===== config.mk =====
export PLATFORM = sky130hd
export DESIGN_NAME = seg7_scan_flat
export DESIGN_NICKNAME = d
export VERILOG_FILES = /design/src/rtl/seg7_pkg.sv /design/src/rtl/seg7_scan_if.sv /design/src/rtl/seg7_glyph.sv /design/src/rtl/seg7_scan.sv /design/src/flat_wrapper.sv
export SDC_FILE = /design/constraint.sdc
export NUM_CORES = 1
export LEC_CHECK = 0
export CORE_AREA = 3 3 86 88
export DETAILED_ROUTE_END_ITERATION = 16
export DIE_AREA = 0 0 89 91
export PLACE_DENSITY = 0.63
export SLEW_MARGIN = 5
export SYNTH_ARGS = -nofsm -noshare
export SYNTH_HDL_FRONTEND = slang
export SYNTH_SLANG_ARGS = --single-unit

===== constraint.sdc =====
create_clock -name clk -period 4.7 [get_ports clk]
set_input_delay 0.94 -clock clk [delete_from_list [all_inputs] [get_ports clk]]
set_output_delay 0.94 -clock clk [all_outputs]
set_load 0.05 [all_outputs]

===== src/rtl/seg7_pkg.sv =====
// Shared glyph codes and active-low segment patterns ({g,f,e,d,c,b,a}) for the
// display path; also used by the manager and its text producers.
package seg7_pkg;

  localparam logic [4:0] G_H     = 5'd16;
  localparam logic [4:0] G_L     = 5'd17;
  localparam logic [4:0] G_P     = 5'd18;
  localparam logic [4:0] G_O     = 5'd19;
  localparam logic [4:0] G_N     = 5'd20;
  localparam logic [4:0] G_U     = 5'd21;
  localparam logic [4:0] G_Y     = 5'd22;
  localparam logic [4:0] G_MINUS = 5'd23;
  localparam logic [4:0] G_UNDER = 5'd24;
  localparam logic [4:0] G_R     = 5'd25;
  localparam logic [4:0] G_T     = 5'd26;
  localparam logic [4:0] G_C     = 5'd27;
  localparam logic [4:0] G_I     = 5'd28;
  localparam logic [4:0] G_J     = 5'd29;
  localparam logic [4:0] G_EQ    = 5'd30;
  localparam logic [4:0] G_BLANK = 5'd31;

  localparam logic [6:0] SEG_0     = 7'h40;
  localparam logic [6:0] SEG_8     = 7'h00;
  localparam logic [6:0] SEG_E     = 7'h06;
  localparam logic [6:0] SEG_R     = 7'h2F;
  localparam logic [6:0] SEG_MINUS = 7'h3F;
  localparam logic [6:0] SEG_BLANK = 7'h7F;

endpackage


===== src/rtl/seg7_scan_if.sv =====
// Display bus between the board manager (master) and the scan driver (slave).
interface seg7_scan_if;
  logic [19:0] disp;
  logic [3:0]  dp;
  logic [6:0]  seg;
  logic        dp_n;
  logic [3:0]  an;
  logic        frame;

  modport master (output disp, output dp, input seg, input dp_n, input an, input frame);
  modport slave  (input disp, input dp, output seg, output dp_n, output an, output frame);
endinterface


===== src/rtl/seg7_glyph.sv =====
// Combinational glyph decoder: 5-bit code to active-low {g,f,e,d,c,b,a}.
module seg7_glyph
  import seg7_pkg::*;
(
  input  logic [4:0] code,
  output logic [6:0] seg
);

  always_comb begin
    seg = SEG_BLANK;
    case (code)
      5'd0:    seg = SEG_0;
      5'd1:    seg = 7'h79;
      5'd2:    seg = 7'h24;
      5'd3:    seg = 7'h30;
      5'd4:    seg = 7'h19;
      5'd5:    seg = 7'h12;
      5'd6:    seg = 7'h02;
      5'd7:    seg = 7'h78;
      5'd8:    seg = SEG_8;
      5'd9:    seg = 7'h10;
      5'd10:   seg = 7'h08;
      5'd11:   seg = 7'h03;
      5'd12:   seg = 7'h46;
      5'd13:   seg = 7'h21;
      5'd14:   seg = SEG_E;
      5'd15:   seg = 7'h0E;
      G_H:     seg = 7'h09;
      G_L:     seg = 7'h47;
      G_P:     seg = 7'h0C;
      G_O:     seg = 7'h23;
      G_N:     seg = 7'h2B;
      G_U:     seg = 7'h41;
      G_Y:     seg = 7'h11;
      G_MINUS: seg = SEG_MINUS;
      G_UNDER: seg = 7'h77;
      G_R:     seg = SEG_R;
      G_T:     seg = 7'h07;
      G_C:     seg = 7'h27;
      G_I:     seg = 7'h7B;
      G_J:     seg = 7'h61;
      G_EQ:    seg = 7'h37;
      default: seg = SEG_BLANK;
    endcase
  end

endmodule


===== src/rtl/seg7_scan.sv =====
// Four-digit multiplexed seven-segment driver: per-frame input latch, per-digit
// dead time, registered active-low segment/anode outputs.
module seg7_scan
  import seg7_pkg::*;
#(
  parameter int unsigned DIV  = 50000,
  parameter int unsigned DEAD = 500
) (
  input  logic       clk,
  input  logic       rst_n,
  seg7_scan_if.slave bus
);

  localparam int unsigned CW = $clog2(DIV);
  localparam logic [CW-1:0] CNT_MAX = CW'(DIV - 1);
  localparam logic [CW-1:0] DEAD_C  = CW'(DEAD);

  logic [CW-1:0] cnt;
  logic [1:0]    idx;
  logic [19:0]   frame_disp;
  logic [3:0]    frame_dp;
  logic [4:0]    cur_code;
  logic [6:0]    cur_seg;
  logic          cur_dp;
  logic          latch_en;
  logic [6:0]    seg_q;
  logic          dp_n_q;
  logic [3:0]    an_q;
  logic          frame_q;

  assign latch_en = (cnt == '0) && (idx == 2'd0);

  always_ff @(posedge clk or negedge rst_n) begin
    if (!rst_n) begin
      cnt <= '0;
      idx <= 2'd0;
    end else if (cnt == CNT_MAX) begin
      cnt <= '0;
      idx <= idx + 2'd1;
    end else begin
      cnt <= cnt + 1'b1;
    end
  end

  // Frame registers only move at the top of digit 0, so a frame never tears.
  always_ff @(posedge clk or negedge rst_n) begin
    if (!rst_n) begin
      frame_disp <= {4{G_BLANK}};
      frame_dp   <= 4'h0;
    end else if (latch_en) begin
      frame_disp <= bus.disp;
      frame_dp   <= bus.dp;
    end
  end

  always_comb begin
    cur_code = G_BLANK;
    case (idx)
      2'd0: cur_code = frame_disp[19:15];
      2'd1: cur_code = frame_disp[14:10];
      2'd2: cur_code = frame_disp[9:5];
      2'd3: cur_code = frame_disp[4:0];
      default: cur_code = G_BLANK;
    endcase
  end

  // Digit 0 owns the MSB of dp and an, so the slot bit is ~idx.
  assign cur_dp = frame_dp[~idx];

  seg7_glyph u_glyph (
    .code (cur_code),
    .seg  (cur_seg)
  );

  always_ff @(posedge clk or negedge rst_n) begin
    if (!rst_n) begin
      an_q    <= 4'hF;
      seg_q   <= SEG_BLANK;
      dp_n_q  <= 1'b1;
      frame_q <= 1'b0;
    end else begin
      frame_q <= latch_en;
      if (cnt < DEAD_C) begin
        an_q   <= 4'hF;
        seg_q  <= SEG_BLANK;
        dp_n_q <= 1'b1;
      end else begin
        an_q   <= ~(4'b1000 >> idx);
        seg_q  <= cur_seg;
        dp_n_q <= ~cur_dp;
      end
    end
  end

  assign bus.an    = an_q;
  assign bus.seg   = seg_q;
  assign bus.dp_n  = dp_n_q;
  assign bus.frame = frame_q;

endmodule

===== src/flat_wrapper.sv =====
// flat-port wrapper written by rule: the top's interface ports become plain ports
module seg7_scan_flat import seg7_pkg::*;
#(
  parameter int unsigned DIV  = 50000,
  parameter int unsigned DEAD = 500
)
  (clk, rst_n, bus_disp, bus_dp, bus_seg, bus_dp_n, bus_an, bus_frame);
  seg7_scan_if bus_i ();
  input  logic clk;
  input  logic rst_n;
  input wire logic [$bits(bus_i.disp)-1:0] bus_disp;
  input wire logic [$bits(bus_i.dp)-1:0] bus_dp;
  output wire logic [$bits(bus_i.seg)-1:0] bus_seg;
  output wire logic [$bits(bus_i.dp_n)-1:0] bus_dp_n;
  output wire logic [$bits(bus_i.an)-1:0] bus_an;
  output wire logic [$bits(bus_i.frame)-1:0] bus_frame;
  assign bus_i.disp = bus_disp;
  assign bus_i.dp = bus_dp;
  assign bus_seg = bus_i.seg;
  assign bus_dp_n = bus_i.dp_n;
  assign bus_an = bus_i.an;
  assign bus_frame = bus_i.frame;
  seg7_scan #(.DIV(DIV), .DEAD(DEAD)) u_core (.clk(clk), .rst_n(rst_n), .bus(bus_i));
endmodule

==> results of run 1 <==
==> area by class of cell <==
class,instances,area (µm²)
clock buffer,7,97.6
fill,602,3290
multi-input combinational,177,1350
tap,80,100
clock inverter,1,11.3
inverter,13,48.8
sequential,55,1420
timing repair buffer,43,413
==> kinds of logic after synthesis <==
logic type	share of synthesized area, %
adders and majority gates	6.12
buffers and inverters	3.54
AOI/OAI and AO/OA	10.0
xor gates and xnor gates	4.59
muxes	11.9
and+or+nand+nor	14.4
DFF	49.5
==> registers in the layout, indices dropped and copies added, names as in the netlist <==
register	cells
u_core.frame_dp	4
u_core.bus.dp_n	1
u_core.frame_disp	20
u_core.bus.frame	1
u_core.idx	2
u_core.bus.seg	7
u_core.bus.an	4
u_core.cnt	16
==> per-stage QoR <==
step | setup slack, ps | hold WS, ps | cell area, µm² | util [%] | cells
5_1_grt | 1450 | 531 | 3430 | 51.1 | 376
2_1_floorplan | 2100 | 466 | 2860 | - | 255
3_3_place_gp | 1870 | 482 | 3320 | 49.5 | 368
4_1_cts | 1770 | 502 | 3430 | 51.1 | 376
6_report | 1740 | 502 | 3430 | 51.1 | 376
3_5_place_dp | 1800 | 483 | 3320 | 49.5 | 368
==> Yosys cell counts (all sizes together), types with 2 or more instances <==
master / n / area, µm²
a21o: 2 / 16.3
a21oi: 4 / 20.0
a222oi: 4 / 40.0
a22o: 2 / 17.5
a32oi: 2 / 17.5
and3: 5 / 31.3
buf: 2 / 22.5
clkbuf: 8 / 30.0
dfrtp: 23 / 576
dfstp: 32 / 841
ha: 14 / 175
inv: 13 / 48.8
mux2: 22 / 248
mux2i: 7 / 70.1
nand2: 27 / 101
nand2b: 2 / 12.5
nand3: 8 / 40.0
nand4: 2 / 12.5
nor2: 16 / 60.1
nor2b: 4 / 25.0
nor3: 5 / 25.0
nor4b: 2 / 17.5
o211ai: 4 / 30.0
o21a: 2 / 15.0
o21ai: 9 / 45.0
o22a: 2 / 17.5
or4: 2 / 22.5
xnor2: 10 / 87.6
xor2: 5 / 43.8
==> final timing paths <==
check / start / slack [ps] / cells after the start / endpoint
worst max-delay path: u_core.idx[0] / 1740 / 8 / u_core.bus.seg[6]
worst min-delay path: u_core.cnt[5] / 500 / 1 / u_core.cnt[5]
worst max register to register: u_core.idx[0] / 1740 / 8 / u_core.bus.seg[6]
worst min register to register: u_core.cnt[5] / 500 / 1 / u_core.cnt[5]
max in group asynchronous: rst_n / 3210 / 2 / u_core.frame_disp[14]
min in group asynchronous: rst_n / 690 / 1 / u_core.cnt[6]
==> metal layers <==
layer / track usage, % / up-vias / routed length [µm]
li1: - / 979 / -
met1: 22.7 / 1027 / 2860
met2: 24.3 / 46 / 2780
met3: 3.45 / 11 / 205
met4: 5.33 / 0 / 116
met5: 0 / - / 0
==> worst max-delay path, cell delays in order, from the launching register on <==
cell      delay (ps)
dfrtp_1          440
inv_1            150
ha_1             420
mux2i_1          720
inv_1            300
ha_1             300
mux2_2           270
a32oi_1          190
o211ai_1         110
==> power groups by stage <==
stage | Combinational [mW] | Clock, mW | Sequential (mW)
global route | 0.0883 | 0.338 | 0.498
global placement | 0.0802 | 0 | 0.505
detailed placement | 0.0796 | 0 | 0.505
CTS | 0.0803 | 0.317 | 0.497
floorplan | 0.0391 | 0 | 0.502
finish | 0.0795 | 0.303 | 0.497
==> reports/metrics.cfg, run 1 <==
[power_and_ir_drop]
irDropWorstVdd_v=0.000130
power_leakage_nw=1.44
power_frac_clock_pct=34.4
power_switching_mw=0.206
p_seq_share_pct=56.5
p_total_mw=0.879
power_frac_comb_pct=9.0
swShare_pct=23.4
internal_power_mw=0.673
powerDensity_mw_per_mm2=256

[synth]
synth_fp_nets=295
syn_avg_cell_area_um2=11.2
yosysUniqueCellTypes=45
ys_seq_area_share_pct=49.5
synth_seq_cells=55
netlist_area_mm2=0.00286
synthFlopType=dfstp_2
synthArstFlopShare_pct=100
synth_edf_count=0
synth_cells=255
yosysWarnings=0

[place]
gp_congestion=0.805
hpwl_mm=4.28
io_buffers=38

[timing]
final-hold-violation-count=0
period_share_pct=63.1
rsz0062_at_grt=false
maxSlewViolCount=0
timing.fmax_mhz=337
clock_skew_ps=13.0
relSlewSlack_pct=18.3
min_period_ps=2960
finalSetupTns_ps=0
setup_viol=0
worst_pin_slew_ps=1210

[grt]
grt_remaining_overflow=0
grt_max_degree=34
grt_pass1_wl_mm=10.2
grt_usage_pct=16.1
grt_antenna_before_repair=0
first_global_vias=2046

[clock_network]
cts_setup_buffers=0
root_buffer=clkbuf_8
hold_buffers=0
htreeDepth=2
cts.sinks=55
clk_path_buf_depth=2
clkTransAtPathRegs_ps=110
cts_buffers=5
insertion_delay_ps=310
cts_tree=built
cts_resized=0

[floorplan]
fp.coreArea_mm2=0.00672
dieArea_mm2=0.00810
start_util_pct=42.6
ios=39
rows=30
die_x_um=89
die_y_um=91

[finish]
nNetsFinal=335
drive_gt1_share_pct=24.7
synthToLayoutAreaGrowth_pct=19.9
diodes=0
mostFrequentLayoutCell=clkdlybuf4s50_1
mostFrequentLayoutCells=clkdlybuf4s50_1, dfstp_2, nand2_1

[critical_path]
path_class=reg -> reg
startpoint_type=flip-flop
arrival_ps=3210
worstPathRequired_ps=4940
end_kind=flip-flop
critPathMaxFanout=9

[routing]
dr.pass1.iters=4
routedWlPerCell_um=15.8
drt_first_iter_violations=78
wl_mm=5.96
dr_total_vias=2063
ant_nets=0
via_per_inst=5.49
drc=0

[flow_run]
cap_violations=0

[worst_hold_path]
hp-class=reg -> reg

[outcome]
status=finished, final reports clean

Note: power is estimated with default switching activity, not from simulation.
==> run 2, diff against run 1 <==
==> constraint.sdc (replaced) <==
create_clock -name clk -period 2.8 [get_ports clk]
set_input_delay 0.56 -clock clk [delete_from_list [all_inputs] [get_ports clk]]
set_output_delay 0.56 -clock clk [all_outputs]
set_load 0.05 [all_outputs]
==> reports/metrics.cfg, run 2 (synthesis gave the netlist of run 1 again) <==
[outcome]
status=finished, final reports clean

[timing]
timing.fmax_mhz=408
setup_viol=0
worst_pin_slew_ps=818
final-hold-violation-count=0
maxSlewViolCount=0
period_share_pct=87.5
rsz0062_at_grt=false
timing.final.ws_setup_ps=349
clock_skew_ps=7.26
relSlewSlack_pct=45.5
min_period_ps=2450
finalSetupTns_ps=0

[clock_network]
clkTransAtPathRegs_ps=100
insertion_delay_ps=310
cts_tree=built
cts_resized=0
cts.sinks=55
cts_setup_buffers=0
htreeDepth=2
clk_path_buf_depth=2
hold_buffers=0
root_buffer=clkbuf_8
cts_buffers=5

[finish]
largest_reg_flops=20
nNetsFinal=340
diodes=0
nFillCells=610
largest-register=u_core.frame_disp
synthToLayoutAreaGrowth_pct=22.1
mostFrequentLayoutCells=clkdlybuf4s50_1, dfstp_2, nand2_1
mostFrequentLayoutCell=clkdlybuf4s50_1
drive_gt1_share_pct=26.2

[grt]
grt_antenna_before_repair=0
grt_usage_pct=15.7
grt_remaining_overflow=0
grt_pass1_wl_mm=9.96
grt_max_degree=39
first_global_vias=2081

[power_and_ir_drop]
irDropWorstVdd_v=0.000209
power_leakage_nw=1.47
powerDensity_mw_per_mm2=438

[routing]
dr.pass1.iters=7
drt_first_iter_violations=81
wl_mm=5.83
ant_nets=0
routedWlPerCell_um=15.3
via_per_inst=5.34
drc=0
dr_total_vias=2033

[critical_path]
crit_buf_inv=2
cp_top_family=compound AO/OA/AOI/OAI gates
crit_end=u_core.bus.seg[6]
startpoint_type=flip-flop
end_kind=flip-flop
path_class=reg -> reg
arrival_ps=2680
slowest_stage=dfrtp_1
crit_chain=inv_1 -> ha_1 -> a222oi_1 -> mux2i_1 -> buf_4 -> ha_1 -> mux2_2 -> a32oi_1 -> o211ai_1
worstReg2RegEnd=u_core.bus.seg[6]
worst_path_most_repeated_cell=ha_1
reg2reg_slack_ps=350
timing.reg2reg.worst_path_depth=9
worstPathRequired_ps=3030
critPathMaxFanout=8
cp.depth=9
critPathMaxStageDelay_ps=450
crit_start=u_core.idx[0]
rr_startpoint=u_core.idx[0]

[floorplan]
die_x_um=89
dieArea_mm2=0.00810
die_y_um=91
rows=30
fp.coreArea_mm2=0.00672
start_util_pct=42.6
ios=39

[place]
hpwl_mm=4.27
place_ws_ps=384
gp_congestion=0.934
io_buffers=38

[worst_hold_path]
hp-class=in -> async

[flow_run]
cap_violations=0

==> run 2: changes by cell type in the layout (fill, tap and decap cells not counted), sizes merged <==
cell	before	now
bufinv	0	1
clkbuf	7	6
buf	6	11
==> run 2: worst min path at each step <==
stage | start | endpoint | slack, ps | cells after the start
after floorplan | rst_n | u_core.bus.frame | 260 | 0
after global placement | u_core.cnt[13] | u_core.cnt[13] | 490 | 1
after detailed placement | u_core.cnt[13] | u_core.cnt[13] | 490 | 1
after CTS | rst_n | u_core.idx[1] | 370 | 1
after global routing | rst_n | u_core.idx[0] | 390 | 1
final | rst_n | u_core.cnt[15] | 340 | 1
==> run 2: per-layer routing <==
layer	global-route usage [%]	up-vias	part of all wire (%)	routed length [µm]
met3	2.90	9	4.4	254
met1	22.1	981	46	2670
li1	-	989	-	-
met5	0	-	0	0
met2	23.8	54	48	2780
met4	5.71	0	2.0	115
==> run 2: where the power goes <==
part	internal (mW)	switching [mW]
sequential	0.824	0.00960
clock	0.295	0.264
combinational	0.0708	0.0662
==> run 2: per-stage QoR <==
step | cells | total power, mW | util (%) | instance area [µm²] | hold WS (ps)
finish | 381 | 1.53 | 52.0 | 3500 | 344
global placement | 373 | 0.985 | 50.2 | 3370 | 485
floorplan | 255 | 0.909 | - | 2860 | 264
global route | 381 | 1.61 | 52.0 | 3500 | 390
CTS | 381 | 1.56 | 52.0 | 3500 | 366
detailed placement | 373 | 0.985 | 50.2 | 3370 | 486
==> run 2: final cells by class <==
cell class	count	area, µm²	area share [%]
sequential	55	1420	40.5
tap	80	100	2.86
timing repair buffer	48	463	13.2
clock inverter	2	38.8	1.11
inverter	13	48.8	1.40
clock buffer	6	82.6	2.36
multi-input combinational	177	1350	38.5
==> run 3, diff against run 2 <==
--- a/config.mk
+++ b/config.mk
@@ -8,6 +8,7 @@
 export CORE_AREA = 3 3 86 88
 export DETAILED_ROUTE_END_ITERATION = 16
 export DIE_AREA = 0 0 89 91
+export GPL_ROUTABILITY_DRIVEN = 0
 export PLACE_DENSITY = 0.63
 export SLEW_MARGIN = 5
 export SYNTH_ARGS = -nofsm -noshare
==> results of run 3 <==
The final DEF is identical to that of run 2; final timing and power are the same.
